[config.mk]
export PLATFORM = sky130hd
export DESIGN_NAME = multicycle_controller
export DESIGN_NICKNAME = d
export VERILOG_FILES = /design/src/rtl/multicycle_controller.sv
export SDC_FILE = /design/constraint.sdc
export NUM_CORES = 1
export LEC_CHECK = 0
export ABC_AREA = 1
export ABC_CLOCK_PERIOD_IN_PS = 1400
export CAP_MARGIN = 5
export CELL_PAD_IN_SITES_DETAIL_PLACEMENT = 2
export CELL_PAD_IN_SITES_GLOBAL_PLACEMENT = 2
export CORE_ASPECT_RATIO = 1.4
export CORE_MARGIN = 2
export CORE_UTILIZATION = 30
export CTS_CLUSTER_DIAMETER = 120
export DETAILED_ROUTE_END_ITERATION = 8
export DONT_BUFFER_PORTS = 1
export GPL_TIMING_DRIVEN = 0
export PLACE_DENSITY_LB_ADDON = 0.12
export SLEW_MARGIN = 40
export SYNTH_ARGS = -nofsm -noshare
export SYNTH_HDL_FRONTEND = slang
export SYNTH_SLANG_ARGS = --single-unit
[constraint.sdc]
create_clock -name clock -period 1.4 [get_ports clock]
set_input_delay 0.14 -clock clock [delete_from_list [all_inputs] [get_ports clock]]
set_output_delay 0.14 -clock clock [all_outputs]
set_load 0.01 [all_outputs]
[src/rtl/multicycle_controller.sv]
// Multi-cycle control FSM for the 16-bit simplified MIPS datapath.
// Sequences fetch/decode/execute/memory/writeback, retires instructions, and parks on the halt word.
module multicycle_controller #(
    parameter int unsigned CNT_W     = 16,
    parameter logic [15:0] HALT_WORD = 16'hFFFF
) (
    input  logic             clock,
    input  logic             reset,
    input  logic [15:0]      instruction,
    input  logic             zero,
    input  logic             mem_ready,
    output logic             pc_write,
    output logic             ir_write,
    output logic             iord,
    output logic             mem_read,
    output logic             mem_write,
    output logic             reg_write,
    output logic             reg_dst,
    output logic             mem_to_reg,
    output logic             alu_src_a,
    output logic [1:0]       alu_src_b,
    output logic [3:0]       alu_control,
    output logic             pc_source,
    output logic             halted,
    output logic [CNT_W-1:0] retired
);

    localparam logic [3:0] OP_ADD  = 4'h0;
    localparam logic [3:0] OP_ADDI = 4'h1;
    localparam logic [3:0] OP_SUB  = 4'h2;
    localparam logic [3:0] OP_AND  = 4'h3;
    localparam logic [3:0] OP_OR   = 4'h4;
    localparam logic [3:0] OP_SLT  = 4'h5;
    localparam logic [3:0] OP_LW   = 4'h6;
    localparam logic [3:0] OP_SW   = 4'h7;
    localparam logic [3:0] OP_BEQ  = 4'h8;
    localparam logic [3:0] OP_BNE  = 4'h9;

    localparam logic [3:0] ALU_ADD = 4'b0010;
    localparam logic [3:0] ALU_SUB = 4'b0110;
    localparam logic [3:0] ALU_AND = 4'b0000;
    localparam logic [3:0] ALU_OR  = 4'b0001;
    localparam logic [3:0] ALU_SLT = 4'b0111;

    typedef enum logic [2:0] {
        S_FETCH  = 3'd0,
        S_DECODE = 3'd1,
        S_EXEC   = 3'd2,
        S_MEM    = 3'd3,
        S_WB     = 3'd4,
        S_HALT   = 3'd5
    } state_t;

    state_t     state;
    state_t     state_next;
    logic [3:0] opcode;
    logic       is_rtype;
    logic       is_addi;
    logic       is_lw;
    logic       is_sw;
    logic       is_beq;
    logic       is_bne;
    logic       is_defined;
    logic       is_halt;
    logic [3:0] rtype_alu;

    assign opcode     = instruction[15:12];
    assign is_rtype   = (opcode == OP_ADD) || (opcode == OP_SUB) || (opcode == OP_AND) ||
                        (opcode == OP_OR)  || (opcode == OP_SLT);
    assign is_addi    = (opcode == OP_ADDI);
    assign is_lw      = (opcode == OP_LW);
    assign is_sw      = (opcode == OP_SW);
    assign is_beq     = (opcode == OP_BEQ);
    assign is_bne     = (opcode == OP_BNE);
    assign is_defined = is_rtype || is_addi || is_lw || is_sw || is_beq || is_bne;
    assign is_halt    = (instruction == HALT_WORD);

    // ALU function for the R-type group
    always_comb begin
        rtype_alu = ALU_ADD;
        case (opcode)
            OP_SUB:  rtype_alu = ALU_SUB;
            OP_AND:  rtype_alu = ALU_AND;
            OP_OR:   rtype_alu = ALU_OR;
            OP_SLT:  rtype_alu = ALU_SLT;
            default: rtype_alu = ALU_ADD;
        endcase
    end

    always_ff @(posedge clock or posedge reset) begin
        if (reset) begin
            state <= S_FETCH;
        end else begin
            state <= state_next;
        end
    end

    always_comb begin
        state_next = state;
        case (state)
            S_FETCH:  if (mem_ready) state_next = S_DECODE;
            S_DECODE: begin
                if (is_halt)          state_next = S_HALT;
                else if (!is_defined) state_next = S_FETCH;
                else                  state_next = S_EXEC;
            end
            S_EXEC: begin
                if (is_beq || is_bne)    state_next = S_FETCH;
                else if (is_lw || is_sw) state_next = S_MEM;
                else                     state_next = S_WB;
            end
            S_MEM:    if (mem_ready) state_next = is_lw ? S_WB : S_FETCH;
            S_WB:     state_next = S_FETCH;
            S_HALT:   state_next = S_HALT;
            default:  state_next = S_FETCH;
        endcase
    end

    // Strobes are gated by reset so nothing is written while the machine is held
    always_comb begin
        pc_write    = 1'b0;
        ir_write    = 1'b0;
        iord        = 1'b0;
        mem_read    = 1'b0;
        mem_write   = 1'b0;
        reg_write   = 1'b0;
        reg_dst     = 1'b0;
        mem_to_reg  = 1'b0;
        alu_src_a   = 1'b0;
        alu_src_b   = 2'b00;
        alu_control = ALU_ADD;
        pc_source   = 1'b0;
        halted      = 1'b0;
        case (state)
            S_FETCH: begin
                mem_read  = 1'b1;
                alu_src_b = 2'b01;
                ir_write  = mem_ready;
                pc_write  = mem_ready;
            end
            S_DECODE: alu_src_b = 2'b11;
            S_EXEC: begin
                alu_src_a = 1'b1;
                if (is_beq || is_bne) begin
                    alu_src_b   = 2'b00;
                    alu_control = ALU_SUB;
                    pc_source   = 1'b1;
                    pc_write    = is_beq ? zero : ~zero;
                end else if (is_rtype) begin
                    alu_src_b   = 2'b00;
                    alu_control = rtype_alu;
                end else begin
                    alu_src_b   = 2'b10;
                end
            end
            S_MEM: begin
                iord      = 1'b1;
                mem_read  = is_lw;
                mem_write = is_sw;
            end
            S_WB: begin
                reg_write  = 1'b1;
                reg_dst    = is_rtype;
                mem_to_reg = is_lw;
            end
            S_HALT:  halted = 1'b1;
            default: ;
        endcase
        if (reset) begin
            pc_write  = 1'b0;
            ir_write  = 1'b0;
            reg_write = 1'b0;
            mem_write = 1'b0;
        end
    end

    // Retire on every return to FETCH from an instruction-processing state
    always_ff @(posedge clock or posedge reset) begin
        if (reset) begin
            retired <= '0;
        end else if ((state != S_FETCH) && (state != S_HALT) && (state_next == S_FETCH)) begin
            retired <= retired + CNT_W'(1);
        end
    end

endmodule

==> impl_results.md, run 1 <==
* Status: finished with violations
* Failing checks: setup timing
* Proportion of power drawn by combinational gates at 68.0%
* Pin count of the biggest net entering global routing at 20
* Reg-to-reg slack, setup at -180 ps
* Switching Fraction at 48.7%
* Count of cells along the worst register-to-register path at 9
* Number of nets at the end of the flow at 265
* Internal cell power at 2.04 mW
* Cell types occupying the most area after synthesis: dfrtp_1 (30%), nand2_1 (14%), nand3_1 (8.9%)
* Synth Area in Adders at 0.798%
* Source of the worst hold timing path: mem_ready
* Remaining Overflow, GRT at 0
* Slew Viols, Final at 0
* Area growth from synthesis to layout at 30.4%
* Initial core utilization at 30.6%
* Pre-CTS setup slack at -285 ps
* Number of design rule violations left after detail routing at 0
* Min-Delay Path Class: in -> reg
* Fin crit period at 1590 ps
* DIE WIDTH at 65.1 µm
* Largest family of logic cells by synthesized area: simple AND/OR/NAND/NOR gates
* Final-report setup violation count at 24
* Placed Instances at 291
* Die height at 89.5 µm
* Weighted congestion reported at the end of routability-driven placement at 0.805
* Yosys cell types at 28
* Buffers and inverters on the worst path at 2
* Detailed-route vias per instance at 5.15
* TritonCTS sink count at 19
* Share of final-layout standard cells stronger than drive strength 1 at 40.3%
* Commonest cells after routing, fill and taps aside: nand2_1 (46), nand2_2 (29), nand3_1 (27)
* Aggregate routed wire length at 5370 µm
* Number of hold violations in the final report at 0
* VDD IR-drop max at 0.00110 V
* Synth Area in Compound Gates at 2.55%
* Worst skew pair latency at 270 ps
* Number of CTS-inserted buffers at 3
* Antenna violations before repair at 0
* Number of buffers inserted by port buffering at 0
* Required time at the endpoint of the critical path at 1260 ps
* Sequential share of power at 21.7%
* Full die area at 0.00583 mm²
* Startpoint class of the critical path: register
* Setup clock skew after layout at 8.92 ps
* RSZ-0062 raised after global routing: true
* Part of the Yosys area used for sequential elements at 30.3%
* Worst Setup End Kind: output port
* Portion of synthesized cell area occupied by the leading cell type at 30.3%
* Antenna viol nets, final at 0
* Post-synthesis net count at 246
* Worst hold path endpoint: state[1]
* Mapped Avg Cell Area at 6.97 µm²
* Static leakage at 0.926 nW
* Number of H-tree levels at 1
* Gate count after technology mapping at 225
* Fin crit share at 113%
* Area fraction in and, or, nand and nor cells after synthesis at 51.9%
* Core box area at 0.00512 mm²
* First-pass iteration count of the detailed router at 2
* Cells along the critical path: buf_6, nor2_2, nand2_2, or2_2, inv_1
* Pwr/cell area at 1950 mW/mm²
* DP Wirelength at 3920 µm
* Finished Core Util at 39.9%
* Post-synth top area cell: dfrtp_1
* Cell class contributing the biggest share of worst-path delay: simple AND/OR/NAND/NOR gates
* Global-route wire length before repair at 8610 µm
* Synthesized-area fraction occupied by xor and xnor cells at 6.70%
* Leading cell type in the layout, fill and taps excluded: nand2_1
* Number of stages on the worst hold path at 4
* Slowest stage cell on the critical path: dfrtp_1
* Wire per inst at 17.4 µm
* Row count at 31
* Max-cap violations at 0
* Flip-flop and latch count after synthesis at 19
* Vias post-DR at 1,592
* Number of ports placed on the die boundary at 53
* Arrival time reported for the critical path endpoint at 1450 ps
* Share of power burned in the clock network at 10.3%
* Worst-path maximum fanout at 8
* Number of antenna diodes at 0
* Max incr delay on CP at 380 ps
* Mux contribution to synthesized area at 0%
* Worst Setup Path Type: reg -> out
* Launch instance of the worst register-to-register path: state[1]
* Iter 0 DRT Violations at 14
* Number of synthesis warnings at 0
* Max clock buf depth at 2
* Reg-to-reg critical path endpoint: retired[2]
* Post-synthesis cell area at 0.00157 mm²
* Clock slew at the register clock pins of the worst setup and hold paths at 80 ps
* Switching power at 1.94 mW
* Buffer cell driving the clock tree root: clkbuf_8
* Final cell count without fillers at 309
* Vias in the first global route at 1,759
* Total global routing track utilization at 19.4%
* CTS tree: yes
* Final Worst Setup Slack at -186 ps
* Fmax achieved at 631 MHz
[worst max-delay path by stage]
stage / cells past startpoint / from / end
2_1_floorplan: 10 / state[0] / retired[2]
4_1_cts: 5 / state[0] / reg_dst
6_report: 5 / state[0] / reg_dst
5_1_grt: 11 / state[0] / retired[13]
3_3_place_gp: 7 / retired[0] / retired[12]
3_5_place_dp: 7 / retired[0] / retired[12]
[sequential cells by signal (all words and copies together) (netlist names)]
register  cells
retired      16
state         3
[layout make-up]
class,count,area (µm²)
fillers,613,3080
multi-input cells,184,1160
flip-flops and latches,19,480
repair buffers,14,140
well taps,66,82.6
plain buffers,6,72.6
inverters,16,67.6
clock buffers,4,45.0
[Yosys cell counts, drive strengths merged]
library cell	count
a21oi	4
a31oi	1
and2	3
buf	6
conb	1
dfrtp	19
ha	1
inv	16
nand2	82
nand3	32
nand3b	4
nor2	36
nor3	4
nor4	1
o21ai	2
or2	1
xnor2	7
xor2	5
[logic make-up after synthesis]
family / count (synthesis)
AOI/OAI and AO/OA: 7
adders and majority gates: 1
buffers and inverters: 22
xor gates and xnor gates: 12
and+or+nand+nor: 163
other: 1
DFF: 19
[tightest hold or removal path, stage by stage]
cell and delay, ps:
nor2_4 30, nor2_4 90, nand2_4 70, buf_4 130
[power groups by stage]
stage          clock network (mW)  logic [mW]  registers (mW)
2_1_floorplan                   0        1.44           0.810
3_3_place_gp                    0        1.75           0.843
3_5_place_dp                    0        1.82           0.849
4_1_cts                     0.421        2.34           0.854
5_1_grt                     0.448        2.92           0.890
6_report                    0.408        2.70           0.865
[through the flow]
step	instance area (µm²)	hold WS [ps]	setup TNS, ps	power [mW]
floorplan	1600	91.1	0	2.25
global placement	1680	213	-2480	2.59
detailed placement	1680	219	-3390	2.67
CTS	1950	216	-2860	3.62
global route	2040	235	-5660	4.26
finish	2040	217	-3150	3.98
[routing by layer]
layer / up-vias / track usage [%] / share of wire (%)
met5: - / 0 / 0
li1: 748 / - / -
met1: 803 / 18.0 / 32
met2: 36 / 41.8 / 63
met4: 0 / 5.11 / 1.1
met3: 5 / 3.78 / 4.1
[repair_timing]
item	in CTS	in global routing
gates resized for setup	39	13
endpoints found under the setup margin	27	28
hold buffers	1	0
pin swaps	13	12
gates cloned	0	1
hold endpoints to repair	19	0
setup buffers	9	3
Note: power is estimated with default switching activity, not from simulation.
==> run 2, diff against run 1 <==
- SKIP_CTS_REPAIR_TIMING: unset -> 1
==> impl_results.md, run 2 (same netlist as run 1, synthesis figures left out) <==
* Buffers and inverters on the worst path at 1
* Share of final-layout standard cells stronger than drive strength 1 at 36.1%
* Worst-case hold slack at 121 ps
* Count of cells along the worst register-to-register path at 9
* Vias post-DR at 1,566
* Top register by number of flip-flops: retired
* Number of CTS-inserted buffers at 3
* Aggregate routed wire length at 5290 µm
* Global-route wire length before repair at 7950 µm
* Remaining Overflow, GRT at 0
* Arrival time reported for the critical path endpoint at 1780 ps
* DIE WIDTH at 65.1 µm
* Fin crit share at 116%
* Source of the worst hold timing path: mem_ready
* Static leakage at 0.896 nW
* Wire per inst at 17.2 µm
* Weighted congestion reported at the end of routability-driven placement at 0.805
* Regs by FF count: retired (16), state (3)
* Most Frequent Cell on Critical Path: nand2_2
* Die height at 89.5 µm
* Reg-to-reg slack, setup at -220 ps
* Worst Setup EP: retired[2]
* Worst-path maximum fanout at 7
* Pin count of the biggest net entering global routing at 20
* Final-report setup violation count at 25
* Required time at the endpoint of the critical path at 1560 ps
* Setup clock skew after layout at 8.23 ps
* Worst path depth at 9
* Iter 0 DRT Violations at 19
* Area of placed instances at 0.00168 mm²
* Core box area at 0.00512 mm²
* Max-cap violations at 0
* Status: finished with violations
* Startpoint class of the critical path: register
* Detailed-route vias per instance at 5.10
* Number of buffers inserted by port buffering at 0
* Placed Instances at 291
* Worst Setup End Kind: register
* Min-Delay Path Class: in -> reg
* Slew Viols, Final at 0
* VDD IR-drop max at 0.00106 V
* Slowest stage cell on the critical path: dfrtp_2
* Final cell count without fillers at 307
* Flip-flop count of the largest register, all copies and words added at 16
* TritonCTS sink count at 19
* RSZ-0062 raised after global routing: true
* Number of H-tree levels at 1
* Reg-to-reg critical path endpoint: retired[2]
* CTS tree: yes
* Fin crit period at 1620 ps
* Area of all placed cells without fillers at 0.00198 mm²
* Max clock buf depth at 2
* Clock slew at the register clock pins of the worst setup and hold paths at 80 ps
* Area growth from synthesis to layout at 26.3%
* Cell class contributing the biggest share of worst-path delay: simple AND/OR/NAND/NOR gates
* Vias in the first global route at 1,663
* Max incr delay on CP at 500 ps
* Number of ports placed on the die boundary at 53
* Commonest cells after routing, fill and taps aside: nand2_1 (54), nand3_1 (26), nand2_2 (25)
* Pwr/cell area at 1910 mW/mm²
* Cells along the critical path: nand2_2, nor2_2, nand3_1, nand3_2, nor2_4, nand2_4, clkbuf_16, nand2_2, nand2_2
* Number of hold violations in the final report at 0
* Worst Setup Path Type: reg -> reg
* Number of nets at the end of the flow at 263
* First-pass iteration count of the detailed router at 4
* Pre-CTS setup slack at -285 ps
* Launch instance of the worst register-to-register path: state[1]
* Initial core utilization at 30.6%
* Final Worst Setup Slack at -217 ps
* Full die area at 0.00583 mm²
* Antenna violations before repair at 0
* Number of antenna diodes at 0
* Row count at 31
* Worst skew pair latency at 270 ps
* Buffer cell driving the clock tree root: clkbuf_8
* Leading cell type in the layout, fill and taps excluded: nand2_1
* Antenna viol nets, final at 0
* Fmax achieved at 618 MHz
* DP Wirelength at 3920 µm
* Number of design rule violations left after detail routing at 0
* Critical path launch point: state[1]
* Failing checks: setup timing
* Total global routing track utilization at 17.8%
[run 2: changes by cell type in the layout (fill, tap and decap cells not counted), sizes merged]
| cell | change |
|---|---|
| buf | -2 |
[run 2: worst min-delay path by stage]
| stage | cells past startpoint | end |
|---|---|---|
| floorplan | 1 | retired[0] |
| global placement | 1 | state[2] |
| detailed placement | 1 | retired[9] |
| CTS | 1 | retired[11] |
| global route | 3 | state[1] |
| finish | 3 | state[1] |
[run 2: final cells by class]
cell class	count	area, µm²
Inverter	16	65.1
Sequential cell	19	479
Buffer	6	72.6
Clock buffer	4	45.0
Timing Repair Buffer	12	130
Tap cell	66	82.6
Multi-Input combinational cell	184	1110
Fill cell	625	3140
[run 2: through the flow]
| stage | total power [mW] | setup TNS [ps] | utilization, % |
|---|---|---|---|
| 3_5_place_dp | 2.67 | -3390 | 32.8 |
| 4_1_cts | 3.09 | -4700 | 33.7 |
| 5_1_grt | 4.05 | -6270 | 38.7 |
| 6_report | 3.78 | -3800 | 38.7 |
| 3_3_place_gp | 2.59 | -2480 | 32.8 |
| 2_1_floorplan | 2.25 | 0 | - |
[run 2: layer usage]
metal | global-route usage [%] | wire [µm] | share of wire [%]
met1 | 17.4 | 1720 | 33
met2 | 36.8 | 3310 | 63
met3 | 3.15 | 168 | 3.2
met4 | 5.87 | 82 | 1.6
met5 | 0 | 0 | 0
[run 2: where the power goes]
group	internal [mW]	switching (mW)	total, mW	leakage (nW)
sequential	0.662	0.187	0.849	0.253
clock	0.203	0.204	0.407	0.0228
combinational	1.10	1.42	2.53	0.619
total	1.97	1.81	3.78	0.896
[run 2: worst reg2reg max path: stages, from the launching register on]
cell	delay, ps
dfrtp_2	500
nand2_2	100
nor2_2	60
nand3_1	100
nand3_2	100
nor2_4	230
nand2_4	130
clkbuf_16	190
nand2_2	60
nand2_2	40
